<file path="src/rtl/mem_req_ctrl.sv">
// mem_req_ctrl
//   Load/store requester sitting between the execute stage and a single-port
//   synchronous data memory (1-cycle read latency). Requests are issued to the
//   memory combinationally in the cycle they are accepted. Load data is
//   captured one cycle later into an in-order response FIFO that writeback
//   drains. Issue is credit-limited so the FIFO can never overflow.
//
// Handshakes (both request and response sides):
//   A transfer happens on a rising edge where valid && ready are both 1.
//   ready never depends on valid. A producer holding valid may change its
//   payload only after the transfer.
//
// Ports
//   clk, reset                 clock, synchronous active-high reset
//   req_valid/req_ready        request handshake from execute
//   req_rw/addr/wdata/tag      request payload (rw: 1 = store, 0 = load)
//   mem_en/rw/addr/wdata       memory port, driven from the accepted request
//   mem_rdata                  memory read data, valid the cycle after a read
//   rsp_valid/rsp_ready        response handshake to writeback
//   rsp_data/rsp_tag           head-of-FIFO load response
//   ld_count/st_count          8-bit wrapping counts of accepted loads/stores
module mem_req_ctrl #(
  parameter int ADDR_W    = 16,
  parameter int DATA_W    = 16,
  parameter int TAG_W     = 3,
  parameter int RSP_DEPTH = 4
) (
  input  logic              clk,
  input  logic              reset,
  input  logic              req_valid,
  output logic              req_ready,
  input  logic              req_rw,
  input  logic [ADDR_W-1:0] req_addr,
  input  logic [DATA_W-1:0] req_wdata,
  input  logic [TAG_W-1:0]  req_tag,
  output logic              mem_en,
  output logic              mem_rw,
  output logic [ADDR_W-1:0] mem_addr,
  output logic [DATA_W-1:0] mem_wdata,
  input  logic [DATA_W-1:0] mem_rdata,
  output logic              rsp_valid,
  input  logic              rsp_ready,
  output logic [DATA_W-1:0] rsp_data,
  output logic [TAG_W-1:0]  rsp_tag,
  output logic [7:0]        ld_count,
  output logic [7:0]        st_count
);

  localparam int PTR_W  = (RSP_DEPTH > 1) ? $clog2(RSP_DEPTH) : 1;
  localparam int OCC_W  = PTR_W + 1;
  localparam int USED_W = OCC_W + 1;
  localparam logic [USED_W-1:0] DEPTH_U = USED_W'(RSP_DEPTH);

  logic [OCC_W-1:0]  occ_q, occ_d;
  logic [PTR_W-1:0]  rd_ptr_q, rd_ptr_d;
  logic [PTR_W-1:0]  wr_ptr_q, wr_ptr_d;
  logic              load_pending_q, load_pending_d;
  logic [TAG_W-1:0]  pending_tag_q, pending_tag_d;
  logic [7:0]        ld_count_q, ld_count_d;
  logic [7:0]        st_count_q, st_count_d;

  logic [DATA_W-1:0] fifo_data_q [RSP_DEPTH];
  logic [TAG_W-1:0]  fifo_tag_q  [RSP_DEPTH];

  logic [USED_W-1:0] used;
  logic              accept;
  logic              ld_accept;
  logic              st_accept;
  logic              push;
  logic              pop;

  // A credit is held from load accept until its response is popped: the
  // in-flight load (load_pending) counts alongside the buffered entries.
  assign used      = {1'b0, occ_q} + USED_W'(load_pending_q);
  assign req_ready = !reset && (used < DEPTH_U);
  assign accept    = req_valid && req_ready;
  assign ld_accept = accept && !req_rw;
  assign st_accept = accept && req_rw;

  assign mem_en    = accept;
  assign mem_rw    = req_rw && accept;
  assign mem_addr  = req_addr;
  assign mem_wdata = req_wdata;

  // Read data arrives the cycle after the load was issued.
  assign push      = load_pending_q;
  assign rsp_valid = !reset && (occ_q != '0);
  assign pop       = rsp_valid && rsp_ready;

  // Head entry is masked so the outputs are clean zero while empty/in reset.
  assign rsp_data  = rsp_valid ? fifo_data_q[rd_ptr_q] : '0;
  assign rsp_tag   = rsp_valid ? fifo_tag_q[rd_ptr_q]  : '0;
  assign ld_count  = ld_count_q;
  assign st_count  = st_count_q;

  always_comb begin
    occ_d          = occ_q;
    rd_ptr_d       = rd_ptr_q;
    wr_ptr_d       = wr_ptr_q;
    load_pending_d = ld_accept;
    pending_tag_d  = pending_tag_q;
    ld_count_d     = ld_count_q;
    st_count_d     = st_count_q;

    case ({push, pop})
      2'b10:   occ_d = occ_q + OCC_W'(1);
      2'b01:   occ_d = occ_q - OCC_W'(1);
      default: occ_d = occ_q;
    endcase

    if (push) wr_ptr_d = wr_ptr_q + PTR_W'(1);
    if (pop)  rd_ptr_d = rd_ptr_q + PTR_W'(1);

    // Back-to-back loads keep load_pending high and reload the tag.
    if (ld_accept) begin
      pending_tag_d = req_tag;
      ld_count_d    = ld_count_q + 8'd1;
    end
    if (st_accept) st_count_d = st_count_q + 8'd1;
  end

  always_ff @(posedge clk) begin
    if (reset) begin
      occ_q          <= '0;
      rd_ptr_q       <= '0;
      wr_ptr_q       <= '0;
      load_pending_q <= 1'b0;
      pending_tag_q  <= '0;
      ld_count_q     <= '0;
      st_count_q     <= '0;
    end else begin
      occ_q          <= occ_d;
      rd_ptr_q       <= rd_ptr_d;
      wr_ptr_q       <= wr_ptr_d;
      load_pending_q <= load_pending_d;
      pending_tag_q  <= pending_tag_d;
      ld_count_q     <= ld_count_d;
      st_count_q     <= st_count_d;
    end
  end

  // Storage needs no reset: entries are only visible once occupancy covers them.
  always_ff @(posedge clk) begin
    if (!reset && push) begin
      fifo_data_q[wr_ptr_q] <= mem_rdata;
      fifo_tag_q[wr_ptr_q]  <= pending_tag_q;
    end
  end

endmodule

</file>
<file path="config.mk">
export PLATFORM = sky130hd
export DESIGN_NAME = mem_req_ctrl
export DESIGN_NICKNAME = d
export VERILOG_FILES = /design/src/rtl/mem_req_ctrl.sv
export SDC_FILE = /design/constraint.sdc
export NUM_CORES = 1
export LEC_CHECK = 0
export CORE_UTILIZATION = 40
export CTS_CLUSTER_SIZE = 8
export DETAILED_ROUTE_END_ITERATION = 8
export PLACE_DENSITY = 0.72
export SYNTH_ARGS = -nofsm -noshare
export SYNTH_HDL_FRONTEND = slang
export SYNTH_SLANG_ARGS = --single-unit
</file>
<file path="constraint.sdc">
create_clock -name clk -period 2 [get_ports clk]
set_input_delay 0.2 -clock clk [delete_from_list [all_inputs] [get_ports clk]]
set_output_delay 0.2 -clock clk [all_outputs]
set_load 0.1 [all_outputs]
</file>
* After elaboration in Yosys (flattened, before gate mapping) *
Memories as Yosys holds them, arrays and structs flattened. A register that Yosys moved wholly into a read port is not among the register bits.
Index checks and enable logic that the tools add are counted.

storage, ports and cells
  register bits after elaboration = 27
  RAM bits = 76
  input bits = 56
  output and inout port bits = 71
  memories kept = 2

memory list
  name         depth  bits a word  rd ports  clocked after Yosys merged registers in  write ports  line  RTL
  fifo_data_q  4      16           1         1                                        1            62    logic [DATA_W-1:0] fifo_data_q [RSP_DEPTH];
  fifo_tag_q   4      3            1         1                                        1            63    logic [TAG_W-1:0] fifo_tag_q [RSP_DEPTH];

operators by class
  add/subtract/negate cells = 7
  $lt $le $gt $ge = 1
  equal/unequal tests = 2
  multiplexer cells = 9
  reduce and logical (&&, ||, !) cells = 11

operators by type and width
  cell                                                 count
  adder 8 x 1 -> 8 bit, second input constant          2
  2-to-1 mux 16 bit                                    1
  2-to-1 mux 2 bit                                     4
  logical AND 1 bit                                    7
  one-hot mux 3 bit (2 select lines)                   1
  adder 2 x 1 -> 2 bit, second input constant          2
  adder 3 x 1 -> 4 bit                                 1
  < comparator 4 x 3 -> 1 bit, second input constant   1
  adder 3 x 1 -> 3 bit, second input constant          1
  2-to-1 mux 3 bit                                     1
  nonzero test 3 bit                                   1
  subtractor 3 x 1 -> 3 bit, second input constant     1
  equality test 2 x 1 -> 1 bit, second input constant  1
  equality test 2 bit, second input constant           1
  zero test 1 bit                                      2
  2-to-1 mux 1 bit                                     2
  nonzero test 2 bit                                   1

* Logic depth before layout (Yosys ltp) *
  word-level depth = 5
  depth in mapped cells = 9

* Worst setup path before layout *
Ideal clock, no wire load.

  path kind = register to output
  from = register occ_q[2]
  to = output rsp_data[10]
  arrival = 2725 ps
  required time = 1800 ps
  setup slack = -925 ps
  cell stages (with the launch flop) = 6
  cell sequence = dfxtp_1 -> nor3_1 -> or2_2 -> inv_1 -> clkbuf_1 -> and2_1

between the ends
  cells in the longest elaborated chain, start to end = 3

RTL lines
  what                      line  RTL
  start: declaration        54    logic [OCC_W-1:0] occ_q, occ_d;
  start signal: assignment  124   occ_q <= '0;
  start signal: assignment  132   occ_q <= occ_d;
  nonzero test 3 bit        87    assign rsp_valid = !reset && (occ_q != '0);
  logical AND 1 bit         87
  named net rsp_valid       41    output logic rsp_valid,
  2-to-1 mux 16 bit         91    assign rsp_data = rsp_valid ? fifo_data_q[rd_ptr_q] : '0;
  end: declaration          43    output logic [DATA_W-1:0] rsp_data,

The timed path passes the listed nets, and every way through them passes these cells.

==> results.json <==
{
  "post-cts-setup-buffer-count": 0,
  "synth.area.mux_share_pct": 11.14,
  "postCtsHoldBufs": 0,
  "n_fill_cell": 886,
  "timing.critical_path.fanout_max": 5,
  "final_util_pct": 53.64,
  "avgSynthCellArea_um2": 14.90,
  "post_dr_wirelength_cell_um": 17.19,
  "rows": 38,
  "ir_worst_vdd_uv": 356.5,
  "cts-htree-levels": 3,
  "worstSetupEndpoint": "rsp_tag[2]",
  "wl_um": 8612,
  "cts_inserted_buffers": 9,
  "reg2reg_to": "occ_q[2]$_SDFFE_PP0P_",
  "grt_remaining_overflow": 0,
  "arrival_ns": 1.81,
  "grt_setup_unrepaired": "yes",
  "setup.worst_path.end_class": "primary output",
  "io_buffer_count": 62,
  "detailedRoute.firstIterationViolations": 106,
  "finalWorstSetupSlack_ns": -0.005445,
  "setup-violations-final": 1,
  "yosys_warnings": 0,
  "timing.clock.skew_ns": 0.01165,
  "die_y_um": 107.7,
  "clk_latency_ns": 0.36,
  "design.core.area_um2": 10840,
  "power.static_leakage_uw": 0.002050,
  "timing.slew.headroom_pct": 75.29,
  "final_nets": 420,
  "clk_transition_reported_paths_ns": 0.10,
  "critical_path.top_delay_family": "multiplexers",
  "synth-seq-cells": 105,
  "ant_nets": 0,
  "synth_sequential_area_ratio_pct": 64.05,
  "internal-power_uw": 3160,
  "share_comb_of_total_power_pct": 16.4,
  "initial_cell_density_of_the_core_pct": 41.23,
  "slew_violations": 0,
  "antenna-diode-count": 0,
  "gp_routability_congestion": 0.7723,
  "period_share_pct": 100.3,
  "detailroute.via_count": 2562,
  "achievable-frequency_mhz": 498.6,
  "max_slew.worst_pin.slew_ns": 0.3702,
  "post_synth_inst_count": 300,
  "netSwitchingPower_uw": 1163,
  "rr_worst_depth": 9,
  "cap_viol_max_count": 0,
  "hold_path_class": "primary input to register",
  "timing.final.crit_period_ns": 2.005,
  "final_hold_viol_count": 0,
  "top_level_ports": 127,
  "cpMaxStageDelayCell": "sky130_fd_sc_hd__mux4_2",
  "grt_pass1_vias": 2579,
  "critPathLaunchType": "register",
  "drive_gt1_share_pct": 37.12,
  "finalHoldWorstSlack_ns": 0.3076,
  "grt_max_degree": 27,
  "area.growth.synth_to_final_pct": 30.10,
  "combinational_family_with_the_most_area_after_synthesis": "multiplexers",
  "worstPathBufferInverterCount": 2,
  "dp.final_hpwl_um": 5195,
  "via_per_inst": 5.114,
  "rrSetupSlack_ns": 0.03,
  "cts_tree": "done",
  "cts.path.max_buffers": 2,
  "post_synth_fa_ha_maj_area_fraction_pct": 2.408,
  "p_clk_share_pct": 28.6,
  "chip_width_um": 107.7,
  "timing.critical_path.slowest_cell_delay_ns": 0.50,
  "crit_cells": 4,
  "synthSimpleGateAreaFrac_pct": 9.826,
  "timing.rr.start": "occ_q[2]$_SDFFE_PP0P_",
  "violations": "negative setup slack",
  "power.share.switching_pct": 26.90,
  "cts_num_sinks": 105,
  "die_area_um2": 11600,
  "cts_root_buf": "sky130_fd_sc_hd__clkbuf_8",
  "run_status": "finished with violations",
  "drt_pass1_iterations": 4,
  "synth_nets": 364,
  "kind_of_critical_path": "register to primary output",
  "worstPathRequired_ns": 1.80,
  "fin_tns_setup_ns": -0.005445,
  "synth.cell_area_um2": 4469,
  "synth-compound-area-share_pct": 2.716,
  "powerDensity_nw_per_um2": 743.5,
  "antenna_found_initial": 0,
  "holdCritStartpoint": "reset",
  "instances_no_fill": 501,
  "flop_pwr_share_pct": 55.0,
  "grt_first_pass_wirelength_um": 13140,
  "cp_cell_instances": "clkbuf_16, mux4_2, and2_4, buf_12",
  "detail_route.drc_violations": 0,
  "distinct_cell_type_count_after_synthesis": 34,
  "cell_total_after_placement": 480,
  "synth-xor-area-share_pct": 2.352,
  "gr-usage-all-layers_pct": 15.17
}
## cells in the mapped netlist
library cell / number / area [um^2]
sky130_fd_sc_hd__a311oi_4: 1 / 26.28
sky130_fd_sc_hd__nor2b_1: 1 / 6.260
sky130_fd_sc_hd__or2_2: 1 / 6.260
sky130_fd_sc_hd__xor2_1: 10 / 87.58
sky130_fd_sc_hd__o21ai_0: 4 / 20.02
sky130_fd_sc_hd__buf_4: 32 / 240.2
sky130_fd_sc_hd__or3_1: 3 / 18.77
sky130_fd_sc_hd__edfxtp_1: 76 / 2282
sky130_fd_sc_hd__xnor2_1: 2 / 17.52
sky130_fd_sc_hd__inv_1: 11 / 41.29
sky130_fd_sc_hd__buf_6: 1 / 11.26
sky130_fd_sc_hd__ha_1: 7 / 87.58
sky130_fd_sc_hd__or4_1: 1 / 7.510
sky130_fd_sc_hd__mux4_2: 19 / 427.9
sky130_fd_sc_hd__and3_1: 4 / 25.02
sky130_fd_sc_hd__buf_2: 4 / 20.02
sky130_fd_sc_hd__dfxtp_1: 29 / 580.6
sky130_fd_sc_hd__and2_1: 23 / 143.9
sky130_fd_sc_hd__o41ai_1: 1 / 8.760
sky130_fd_sc_hd__nor3_1: 2 / 10.01
sky130_fd_sc_hd__o31ai_1: 3 / 22.52
sky130_fd_sc_hd__nand3_1: 5 / 25.02
sky130_fd_sc_hd__o211ai_1: 2 / 15.01
sky130_fd_sc_hd__and4_1: 2 / 17.52
sky130_fd_sc_hd__fa_1: 1 / 20.02
sky130_fd_sc_hd__nor4b_2: 1 / 15.01
sky130_fd_sc_hd__nor2_1: 22 / 82.58
sky130_fd_sc_hd__nand3_4: 1 / 17.52
sky130_fd_sc_hd__nand2_1: 7 / 26.28
sky130_fd_sc_hd__clkbuf_1: 6 / 22.52
sky130_fd_sc_hd__nand4_1: 6 / 37.54
sky130_fd_sc_hd__a21oi_1: 4 / 20.02
sky130_fd_sc_hd__mux2i_1: 7 / 70.07
sky130_fd_sc_hd__o311ai_0: 1 / 8.760
## power by group through the flow
stage	sequential [uW]	combinational, uW	clock, uW
2_1_floorplan	2440	654	0
3_3_place_gp	2420	620	0
3_5_place_dp	2420	631	0
4_1_cts	2370	677	1270
5_1_grt	2380	742	1360
6_report	2380	710	1240
## per-stage QoR
step	setup slack, ns	instance area (um^2)	power, uW
floorplan	-0.4382	4509	3093
global placement	-0.2515	5424	3038
detailed placement	-0.3994	5424	3050
finish	-0.005445	5814	4323
CTS	-0.03824	5715	4321
global route	-0.05560	5814	4486
## worst min-delay path by stage
stage / slack (ns) / depth (start not counted) / end
after floorplan: 0.30 / 0 / fifo_data_q[0][0]$_DFFE_PP_
after global placement: 0.40 / 0 / mem_addr[4]
after detailed placement: 0.40 / 0 / mem_addr[4]
after CTS: 0.40 / 0 / mem_addr[4]
after global routing: 0.33 / 3 / occ_q[2]$_SDFFE_PP0P_
final: 0.31 / 3 / occ_q[2]$_SDFFE_PP0P_
## sequential cells by signal (all words and copies together), names as in the netlist, named ones only
name,flops
fifo_data_q,64
fifo_tag_q,12
ld_count,8
load_pending_q,1
occ_q,3
pending_tag_q,3
rd_ptr_q,2
st_count,8
wr_ptr_q,2
## worst reg2reg max path, stage by stage, from the launching register on
cell and delay [ns]:
sky130_fd_sc_hd__dfxtp_2 0.35, sky130_fd_sc_hd__nor3_2 0.05, sky130_fd_sc_hd__or2_4 0.24, sky130_fd_sc_hd__nor2_2 0.08, sky130_fd_sc_hd__ha_2 0.18, sky130_fd_sc_hd__inv_1 0.06
sky130_fd_sc_hd__fa_2 0.34, sky130_fd_sc_hd__xor2_1 0.16, sky130_fd_sc_hd__or3_1 0.33, sky130_fd_sc_hd__a21oi_2 0.13
## cells in the final DEF (no fill, tap or decap), types with 3 or more instances in the layout
cell | netlist | routed
sky130_fd_sc_hd__nand4_1 | 6 | 6
sky130_fd_sc_hd__dfxtp_1 | 29 | 25
sky130_fd_sc_hd__inv_8 | 0 | 3
sky130_fd_sc_hd__buf_4 | 32 | 29
sky130_fd_sc_hd__buf_12 | 0 | 30
sky130_fd_sc_hd__clkbuf_8 | 0 | 9
sky130_fd_sc_hd__nor2_1 | 22 | 21
sky130_fd_sc_hd__nand3_1 | 5 | 5
sky130_fd_sc_hd__dfxtp_2 | 0 | 3
sky130_fd_sc_hd__and2_1 | 23 | 3
sky130_fd_sc_hd__mux2i_1 | 7 | 7
sky130_fd_sc_hd__mux4_2 | 19 | 19
sky130_fd_sc_hd__clkdlybuf4s50_1 | 0 | 22
sky130_fd_sc_hd__and2_4 | 0 | 20
sky130_fd_sc_hd__a21oi_1 | 4 | 3
sky130_fd_sc_hd__o31ai_1 | 3 | 3
sky130_fd_sc_hd__edfxtp_1 | 76 | 76
sky130_fd_sc_hd__o21ai_0 | 4 | 4
sky130_fd_sc_hd__ha_1 | 7 | 6
sky130_fd_sc_hd__nand2_1 | 7 | 7
sky130_fd_sc_hd__or3_1 | 3 | 3
sky130_fd_sc_hd__inv_1 | 11 | 9
sky130_fd_sc_hd__xor2_1 | 10 | 10
sky130_fd_sc_hd__and3_1 | 4 | 4
sky130_fd_sc_hd__clkbuf_16 | 0 | 3
## timing repair
item | in CTS | in global routing
setup endpoints to repair | 22 | 22
gates resized for setup | 33 | 7
gates cloned | 2 | 3
pin swaps | 3 | 20
## cell type report
cell class	instances	area (um^2)	area share (%)
Multi-Input combinational cell	141	1340	23.05
Sequential cell	105	2870	49.37
Timing Repair Buffer	88	1192	20.51
Tap cell	140	175.2	3.013
Inverter	11	52.55	0.9038
Clock inverter	6	56.30	0.9684
Clock buffer	10	127.6	2.195
## metal layers
layer	global-route usage, %	wire [um]	share of wire [%]
met5	0	0	0
met4	5.479	116	1.3
met3	3.390	474	5.5
met2	26.47	4472	52
met1	18.30	3549	41
## cells by family after synthesis
family / after synthesis
buffers and inverters: 54
xor gates and xnor gates: 12
adders and majority gates: 8
muxes: 26
AOI/OAI and AO/OA: 16
DFF: 105
and+or+nand+nor: 79
No activity file was read; power rests on OpenSTA's default activity.
